[src/rtl/rgb2y_pipe.sv]
// Three-stage RGB-to-luma pipeline with aligned strobes and a per-frame valid-pixel counter.
// The luma output and the sync/valid strobes feed the histogram stage directly.
module rgb2y_pipe #(
  parameter int unsigned COEF_R   = 77,
  parameter int unsigned COEF_G   = 150,
  parameter int unsigned COEF_B   = 29,
  parameter int unsigned CNT_BITS = 24
) (
  input  logic                clk,
  input  logic                rst,
  input  logic [7:0]          r_i,
  input  logic [7:0]          g_i,
  input  logic [7:0]          b_i,
  input  logic                dv_i,
  input  logic                hs_i,
  input  logic                vs_i,
  output logic [7:0]          y_o,
  output logic                dv_o,
  output logic                hs_o,
  output logic                vs_o,
  output logic [CNT_BITS-1:0] pix_cnt_o,
  output logic                frame_done_o
);

  localparam int unsigned PIX_W  = 8;
  localparam int unsigned COEF_W = 9;
  localparam int unsigned PROD_W = 17;
  localparam int unsigned SUM_W  = 19;
  localparam int unsigned YF_W   = SUM_W - PIX_W;

  localparam logic [COEF_W-1:0]   CR       = COEF_W'(COEF_R);
  localparam logic [COEF_W-1:0]   CG       = COEF_W'(COEF_G);
  localparam logic [COEF_W-1:0]   CB       = COEF_W'(COEF_B);
  localparam logic [SUM_W-1:0]    ROUND    = SUM_W'(128);
  localparam logic [YF_W-1:0]     Y_MAX    = YF_W'(255);
  localparam logic [CNT_BITS-1:0] CNT_MAX  = {CNT_BITS{1'b1}};
  localparam logic [CNT_BITS-1:0] CNT_ONE  = CNT_BITS'(1);

  // stage 1: products and strobes
  logic              v1_q, v1_d, hs1_q, hs1_d, vs1_q, vs1_d;
  logic [PROD_W-1:0] pr_q, pr_d, pg_q, pg_d, pb_q, pb_d;
  // stage 2: rounded sum
  logic              v2_q, v2_d, hs2_q, hs2_d, vs2_q, vs2_d;
  logic [SUM_W-1:0]  s_q, s_d;
  // stage 3: outputs
  logic              dv_q, dv_d, hs_q, hs_d, vs_q, vs_d;
  logic [PIX_W-1:0]  y_q, y_d;
  // frame accounting
  logic                vs_prev_q, vs_prev_d;
  logic [CNT_BITS-1:0] cnt_q, cnt_d;
  logic [CNT_BITS-1:0] pix_cnt_q, pix_cnt_d;
  logic                frame_done_q, frame_done_d;

  logic [YF_W-1:0] y_full;
  logic            vs_rise;

  always_comb begin
    v1_d  = dv_i;
    hs1_d = hs_i;
    vs1_d = vs_i;
    pr_d  = pr_q;
    pg_d  = pg_q;
    pb_d  = pb_q;
    if (dv_i) begin
      pr_d = PROD_W'(CR) * PROD_W'(r_i);
      pg_d = PROD_W'(CG) * PROD_W'(g_i);
      pb_d = PROD_W'(CB) * PROD_W'(b_i);
    end
  end

  always_comb begin
    v2_d  = v1_q;
    hs2_d = hs1_q;
    vs2_d = vs1_q;
    s_d   = s_q;
    if (v1_q) begin
      s_d = SUM_W'(pr_q) + SUM_W'(pg_q) + SUM_W'(pb_q) + ROUND;
    end
  end

  // Drop the 8 fractional bits, then clamp to the 8-bit luma range.
  always_comb begin
    y_full = s_q[SUM_W-1:PIX_W];
    dv_d   = v2_q;
    hs_d   = hs2_q;
    vs_d   = vs2_q;
    y_d    = y_q;
    if (v2_q) begin
      y_d = (y_full > Y_MAX) ? 8'hFF : y_full[PIX_W-1:0];
    end
  end

  // A pixel coinciding with the vs rise belongs to the frame that is starting.
  always_comb begin
    vs_rise      = vs_q & ~vs_prev_q;
    vs_prev_d    = vs_q;
    frame_done_d = vs_rise;
    pix_cnt_d    = pix_cnt_q;
    cnt_d        = cnt_q;
    if (vs_rise) begin
      pix_cnt_d = cnt_q;
      cnt_d     = dv_q ? CNT_ONE : '0;
    end else if (dv_q && (cnt_q != CNT_MAX)) begin
      cnt_d = cnt_q + CNT_ONE;
    end
  end

  always_ff @(posedge clk or negedge rst) begin
    if (!rst) begin
      v1_q         <= 1'b0;
      hs1_q        <= 1'b0;
      vs1_q        <= 1'b0;
      pr_q         <= '0;
      pg_q         <= '0;
      pb_q         <= '0;
      v2_q         <= 1'b0;
      hs2_q        <= 1'b0;
      vs2_q        <= 1'b0;
      s_q          <= '0;
      dv_q         <= 1'b0;
      hs_q         <= 1'b0;
      vs_q         <= 1'b0;
      y_q          <= '0;
      vs_prev_q    <= 1'b0;
      cnt_q        <= '0;
      pix_cnt_q    <= '0;
      frame_done_q <= 1'b0;
    end else begin
      v1_q         <= v1_d;
      hs1_q        <= hs1_d;
      vs1_q        <= vs1_d;
      pr_q         <= pr_d;
      pg_q         <= pg_d;
      pb_q         <= pb_d;
      v2_q         <= v2_d;
      hs2_q        <= hs2_d;
      vs2_q        <= vs2_d;
      s_q          <= s_d;
      dv_q         <= dv_d;
      hs_q         <= hs_d;
      vs_q         <= vs_d;
      y_q          <= y_d;
      vs_prev_q    <= vs_prev_d;
      cnt_q        <= cnt_d;
      pix_cnt_q    <= pix_cnt_d;
      frame_done_q <= frame_done_d;
    end
  end

  assign y_o          = y_q;
  assign dv_o         = dv_q;
  assign hs_o         = hs_q;
  assign vs_o         = vs_q;
  assign pix_cnt_o    = pix_cnt_q;
  assign frame_done_o = frame_done_q;

endmodule

[config.mk]
export PLATFORM = sky130hd
export DESIGN_NAME = rgb2y_pipe
export DESIGN_NICKNAME = d
export VERILOG_FILES = /design/src/rtl/rgb2y_pipe.sv
export SDC_FILE = /design/constraint.sdc
export NUM_CORES = 1
export LEC_CHECK = 0
export CORE_ASPECT_RATIO = 0.7
export CORE_UTILIZATION = 30
export CTS_CLUSTER_DIAMETER = 30
export DETAILED_ROUTE_END_ITERATION = 8
export PLACE_DENSITY = 0.53
export RECOVER_POWER = 100
export SYNTH_ARGS = -nofsm -noshare
export SYNTH_HDL_FRONTEND = slang
export SYNTH_SLANG_ARGS = --single-unit
[constraint.sdc]
create_clock -name clk -period 3.1 [get_ports clk]
set_input_delay 0.31 -clock clk [delete_from_list [all_inputs] [get_ports clk]]
set_output_delay 0.31 -clock clk [all_outputs]
set_load 0.02 [all_outputs]
==> metrics.md, run 1 <==
| Metric | Value |
|---|---|
| Outcome | `finished, violations left` |
| Failing checks | `max-capacitance violations, max-slew violations` |
| Starting density of the core | `30.69%` |
| Initial antenna violation count | `0` |
| Share of cells above drive strength 1 | `18.16%` |
| Peak supply drop | `0.0006067 V` |
| RSZ-0062 raised after global routing | `no` |
| Die Span X | `204.3 um` |
| Worst-path clk slew | `60 ps` |
| Die Y | `143.6 um` |
| Area grow syn2layout | `31.46%` |
| Vias per cell | `4.522` |
| Achievable frequency | `335.1 MHz` |
| Syn_nets | `1,097` |
| Crit Path Class | `primary input to register` |
| Synth top area share | `34.92%` |
| Die area | `29,350 um2` |
| Largest net degree at the start of global routing | `63` |
| Ant diodes | `0` |
| Max-slew violation count | `33` |
| Share of power burned in registers | `20.7%` |
| Worst Tran Pin Value | `1860 ps` |
| Critical Path AT | `3260 ps` |
| Sequential fraction of the synthesis area | `34.92%` |
| Detailed placement HPWL | `14,100 um` |
| Final setup fails | `0` |
| Final nets | `1,256` |
| Asr flop ratio synth | `100.0%` |
| Yosys top cell by area | `dfrtp_1` |
| Clock tree from TritonCTS | `done` |
| Mean Syn Cell Area | `9.532 um2` |
| Top fanout value on the critical path | `3` |
| Aggregate global routing overflow | `0` |
| Top post-synthesis cells by area | `dfrtp_1, ha_1, fa_1, inv_1, nand2_1` |
| Worst skew pair latency | `420 ps` |
| Switch share | `41.79%` |
| CTS H-tree depth | `4` |
| Worst Skew | `11.22 ps` |
| Remaining DRCs | `0` |
| Vias | `6,534` |
| CP required | `3380 ps` |
| Period Utilization, post-route | `96.26%` |
| PwrDens | `901.7 nW/um2` |
| GPL Wtd Cong | `0.8199` |
| Final WL | `18,610 um` |
| Synth Instances | `902` |
| Clk pwr share | `19.4%` |
| Core area | `28,010 um2` |
| Drt pass-1 iters | `4` |
| Fill cells | `2,794` |
| Worst Hold Class | `primary input to register` |
| Most common flop cell mapped by yosys | `dfrtp_1` |
| # rows | `51` |
| Endpoint type of the worst setup path | `register` |
| Port Buffer Count | `64` |
| Sink Count | `120` |
| Relative slew slack | `-24.01%` |
| FF+latch count, synth | `120` |
| Most common cell in the netlist | `inv_1` |
| Logic pwr share | `59.9%` |
| Mapped cell area | `8598 um2` |
| I/O pin count | `65` |
| # Max-Cap Violations | `1` |
| Post-route minimum period | `2984 ps` |
| Internal power | `5.932 mW` |
| Final Hold Fails | `0` |
| EDFF count, synth | `0` |
| Library cells used by synthesis | `54` |
| First-pass GRT wire length | `31,510 um` |
| P_sw | `4.260 mW` |
| Root buffer cell | `clkbuf_16` |
| Placed insts | `1,404` |
| Crit path launch type | `primary input` |
| GRT Total Usage | `13.51%` |
| Hold slack | `339.6 ps` |
| Iter 0 DRT Violations | `265` |
| Ys Warns | `0` |
| WL/cell | `12.88 um` |
| Post-DRT Antenna Nets | `0` |
| Vias in the first global route | `6,425` |
| Top cells by count, synth | `inv_1, ha_1, dfrtp_1` |
| Max Buffers Root-to-Sink | `2` |
| Pleak | `5.640 nW` |
| CTS Buf Count | `17` |
| Fin cells | `1,445` |
[worst paths after layout]
kind,from,endpoint,slack (ps),cells past startpoint
setup / recovery,g_i[4],pg_q[10],120,14
hold / removal,b_i[0],pb_q[0],340,3
setup reg to reg,pg_q[8],s_q[15],140,12
hold reg to reg,vs2_q,vs_o,340,0
max in group asynchronous,rst,pb_q[7],580,3
min in group asynchronous,rst,pix_cnt_o[6],920,2
[flip-flops by register name, indices dropped and copies added (netlist names)]
name and count:
vs1_q 1, pr_q 15, hs2_q 1, dv_d 1
pix_cnt_o 24, cnt_q 24, vs2_q 1, v1_q 1
pg_q 15, dv_o 1, frame_done_o 1, pb_q 13
vs_prev_q 1, hs1_q 1, hs_o 1, s_q 10
y_o 8, vs_o 1
[layout by cell type, fill, tap and decap left out, drive strengths merged, types with 15 or more instances in the layout]
cell type | Yosys | routed
xnor2 | 25 | 25
clkbuf | 20 | 32
or3 | 16 | 16
nand3 | 15 | 15
dlygate4sd3 | 0 | 39
nor2 | 53 | 53
ha | 128 | 128
inv | 136 | 146
o21ai | 48 | 48
fa | 38 | 38
buf | 3 | 87
a21oi | 44 | 44
dfrtp | 120 | 120
nand2 | 109 | 109
[power by group through the flow]
stage	clock [mW]	sequential (mW)	combinational (mW)
after floorplan	0	2.16	3.65
after global placement	0	2.13	5.38
after detailed placement	0	2.14	5.39
after CTS	2.04	2.11	5.69
after global routing	2.11	2.16	6.93
final	1.98	2.11	6.10
[per-layer routing]
metal / GRT usage [%] / wire length (um) / up-vias / part of all wire, %
met5: 0 / 0 / - / 0
met4: 4.281 / 176 / 0 / 0.95
met3: 2.517 / 400 / 16 / 2.1
met2: 20.39 / 8093 / 43 / 43
met1: 19.37 / 9939 / 3119 / 53
li1: - / - / 3356 / -
[repair_timing]
item                                   in CTS  in global routing
hold buffers                                1                  0
pin swaps                                  30                 47
gates resized for setup                    49                 50
endpoints found under the hold margin      31                  0
buffers inserted                            5                  3
setup endpoints to repair                  20                 22
[area by class of cell]
| class | count | area, um2 | share of cell area (%) |
|---|---|---|---|
| clock inverters | 15 | 173.9 | 1.539 |
| flip-flops and latches | 120 | 3003 | 26.57 |
| well taps | 371 | 464.2 | 4.107 |
| multi-input cells | 622 | 5363 | 47.44 |
| inverters | 137 | 514.2 | 4.549 |
| clock buffers | 17 | 425.4 | 3.764 |
| repair buffers | 163 | 1360 | 12.03 |
[worst max-delay path, stage by stage]
cell and delay [ps]:
dlygate4sd2_1 240, ha_1 290, ha_1 270, inv_1 40
fa_1 460, fa_1 520, inv_1 60, ha_4 210
or2_4 250, a21oi_4 190, buf_4 140, nor3_1 40
o21ai_1 140, o21ai_1 80
[logic make-up (layout without fill, tap and decap cells)]
family                     count (synthesis)  after routing  synth area share, %
AOI/OAI and AO/OA                        161            161                11.70
xor gates and xnor gates                  34             34                3.463
and+or+nand+nor                          243            243                13.08
muxes                                     18             18                2.270
DFF                                      120            120                34.92
buffers and inverters                    160            332                7.087
adders and majority gates                166            166                27.47
[through the flow]
stage	setup TNS, ps	power, mW	cell area (um2)	utilization, %	setup WS [ps]
floorplan	-38.34	5.806	8635	-	-38.34
global placement	-11670	7.513	10320	36.86	-620.9
detailed placement	-12280	7.531	10320	36.86	-688.8
CTS	0	9.842	11150	39.79	3.025
global route	0	11.20	11300	40.35	9.932
finish	0	10.19	11300	40.35	116.1
Note: power is estimated with default switching activity, not from simulation.
==> run 2, diff against run 1 <==
--- a/config.mk
+++ b/config.mk
@@ -6,10 +6,12 @@
 export NUM_CORES = 1
 export LEC_CHECK = 0
 export CORE_ASPECT_RATIO = 0.7
+export CORE_MARGIN = 2
 export CORE_UTILIZATION = 30
 export CTS_CLUSTER_DIAMETER = 30
+export CTS_CLUSTER_SIZE = 24
 export DETAILED_ROUTE_END_ITERATION = 8
-export PLACE_DENSITY = 0.53
+export PLACE_DENSITY_LB_ADDON = 0.3
 export RECOVER_POWER = 100
 export SYNTH_ARGS = -nofsm -noshare
 export SYNTH_HDL_FRONTEND = slang
==> metrics.md, run 2 (synthesis results as in run 1) <==
| Metric | Value |
|---|---|
| Outcome | `finished, violations left` |
| Failing checks | `max-capacitance violations, max-slew violations` |
| CP required | `3410 ps` |
| Placed insts | `1,399` |
| Area grow syn2layout | `30.49%` |
| CP most frequent cell | `ha_4` |
| Multi-input gate area | `5326 um2` |
| Max-slew violation count | `33` |
| Vias in the first global route | `6,409` |
| Worst-path clk slew | `60 ps` |
| Max Buffers Root-to-Sink | `2` |
| Fill cells | `2,748` |
| Hold slack | `344.3 ps` |
| Setup WS post-layout | `44.50 ps` |
| Final setup fails | `0` |
| Top fanout value on the critical path | `4` |
| Pre-CTS setup slack | `-687.3 ps` |
| Remaining DRCs | `0` |
| GPL Wtd Cong | `0.8407` |
| Crit path launch type | `primary input` |
| Critical Path AT | `3360 ps` |
| Die Span X | `206.3 um` |
| Internal power | `5.905 mW` |
| CP peak stage delay | `500 ps` |
| Vias per cell | `4.533` |
| Endpoint type of the worst setup path | `register` |
| Port Buffer Count | `64` |
| Aggregate global routing overflow | `0` |
| Largest net degree at the start of global routing | `73` |
| Family with the most delay on the worst path | `adder cells` |
| Crit Path Class | `primary input to register` |
| Clk pwr share | `20.1%` |
| WL/cell | `13.02 um` |
| Final WL | `18,750 um` |
| Share of power burned in registers | `21.2%` |
| Logic pwr share | `58.7%` |
| Fin cells | `1,440` |
| Register area | `3003 um2` |
| Leading cell type in the layout, fill and taps excluded | `inv_1` |
| Clock tree from TritonCTS | `done` |
| Crit path buf inv count | `3` |
| Achievable frequency | `327.3 MHz` |
| Worst Tran Pin Value | `1874 ps` |
| Ant diodes | `0` |
| Share of cells above drive strength 1 | `17.96%` |
| Post-layout util | `40.05%` |
| Iter 0 DRT Violations | `319` |
| GRT Total Usage | `12.93%` |
| Pleak | `5.605 nW` |
| Relative slew slack | `-24.93%` |
| First-pass GRT wire length | `31,450 um` |
| Final nets | `1,251` |
| P_sw | `4.055 mW` |
| Post-DRT Antenna Nets | `0` |
| I/O pin count | `65` |
| CTS H-tree depth | `4` |
| Leading cell types in the layout, fill and taps excluded | `inv_1, dfrtp_1, ha_1` |
| Worst Hold Class | `register to register` |
| Detailed placement HPWL | `14,360 um` |
| CTS Buf Count | `17` |
| Peak supply drop | `0.0006904 V` |
| Root buffer cell | `clkbuf_16` |
| Core area | `28,010 um2` |
| Switch share | `40.71%` |
| Sink Count | `120` |
| Die Y | `145.6 um` |
| PwrDens | `887.8 nW/um2` |
| # Max-Cap Violations | `1` |
| Vias | `6,527` |
| Final setup TNS | `0 ps` |
| Starting density of the core | `30.69%` |
| Drt pass-1 iters | `5` |
| Post-route minimum period | `3056 ps` |
| Die area | `30,050 um2` |
| Worst skew pair latency | `420 ps` |
| # rows | `51` |
| Initial antenna violation count | `0` |
| Critical-path cell list | `dlygate4sd2_1 -> ha_4 -> ha_4 -> inv_2 -> fa_1 -> fa_1 -> inv_1 -> ha_4 -> nand4_1 -> a21boi_2 -> o211ai_1 -> a21o_1 -> a31o_2` |
| Worst path slowest cell | `fa_1` |
| Period Utilization, post-route | `98.56%` |
| Worst Skew | `15.68 ps` |
| Final Hold Fails | `0` |
-- run 2: cell count changes in the layout (fill, tap and decap cells not counted), moves of 3 or more --
cell and delta:
inv_8 -6, ha_1 +3, o21ai_1 -3, inv_1 -3, inv_2 +3, ha_4 -5
clkinv_8 -3, buf_4 -6
-- run 2: final cells by class --
| cell class | count | area share (%) |
|---|---|---|
| multi-input cells | 622 | 47.47 |
| flip-flops and latches | 120 | 26.76 |
| repair buffers | 158 | 11.75 |
| inverters | 137 | 4.583 |
| well taps | 371 | 4.137 |
| clock buffers | 18 | 3.825 |
| clock inverters | 14 | 1.461 |
-- run 2: per-stage QoR --
stage                     power, mW  cell area (um2)
after floorplan               5.806             8635
after global placement        7.442            10290
after detailed placement      7.467            10290
after CTS                     9.671            11010
after global routing          10.84            11220
final                         9.960            11220
-- run 2: power groups by stage --
| stage | registers, mW | clock network (mW) | logic, mW |
|---|---|---|---|
| finish | 2.11 | 2.00 | 5.85 |
| CTS | 2.12 | 2.05 | 5.50 |
| floorplan | 2.16 | 0 | 3.65 |
| global route | 2.16 | 2.12 | 6.56 |
| detailed placement | 2.14 | 0 | 5.33 |
| global placement | 2.13 | 0 | 5.31 |
-- run 2: layer usage --
metal	GRT usage, %	vias to the layer above	wire (um)
li1	-	3339	-
met1	19.38	3105	9993
met2	18.74	72	8155
met3	2.575	11	448
met4	3.536	0	157
met5	0	-	0
-- run 2: path summary, 6_finish.rpt --
path | startpoint | endpoint | slack [ps] | cells after the start
max | r_i[4] | pr_q[12] | 40 | 13
min reg2reg | hs2_q | hs_o | 340 | 0
min in group asynchronous | rst | pix_cnt_o[7] | 940 | 2
max reg2reg | pr_q[8] | s_q[13] | 80 | 12
max in group asynchronous | rst | s_q[8] | 860 | 3
min | hs2_q | hs_o | 340 | 0
-- run 2: repair_timing --
item                                    in CTS  in global routing
gates resized for setup                     36                 47
pin swaps                                   31                 33
hold buffers                                 1                  0
endpoints found under the hold margin       31                  0
setup buffers                                3                  5
endpoints found under the setup margin      20                 25
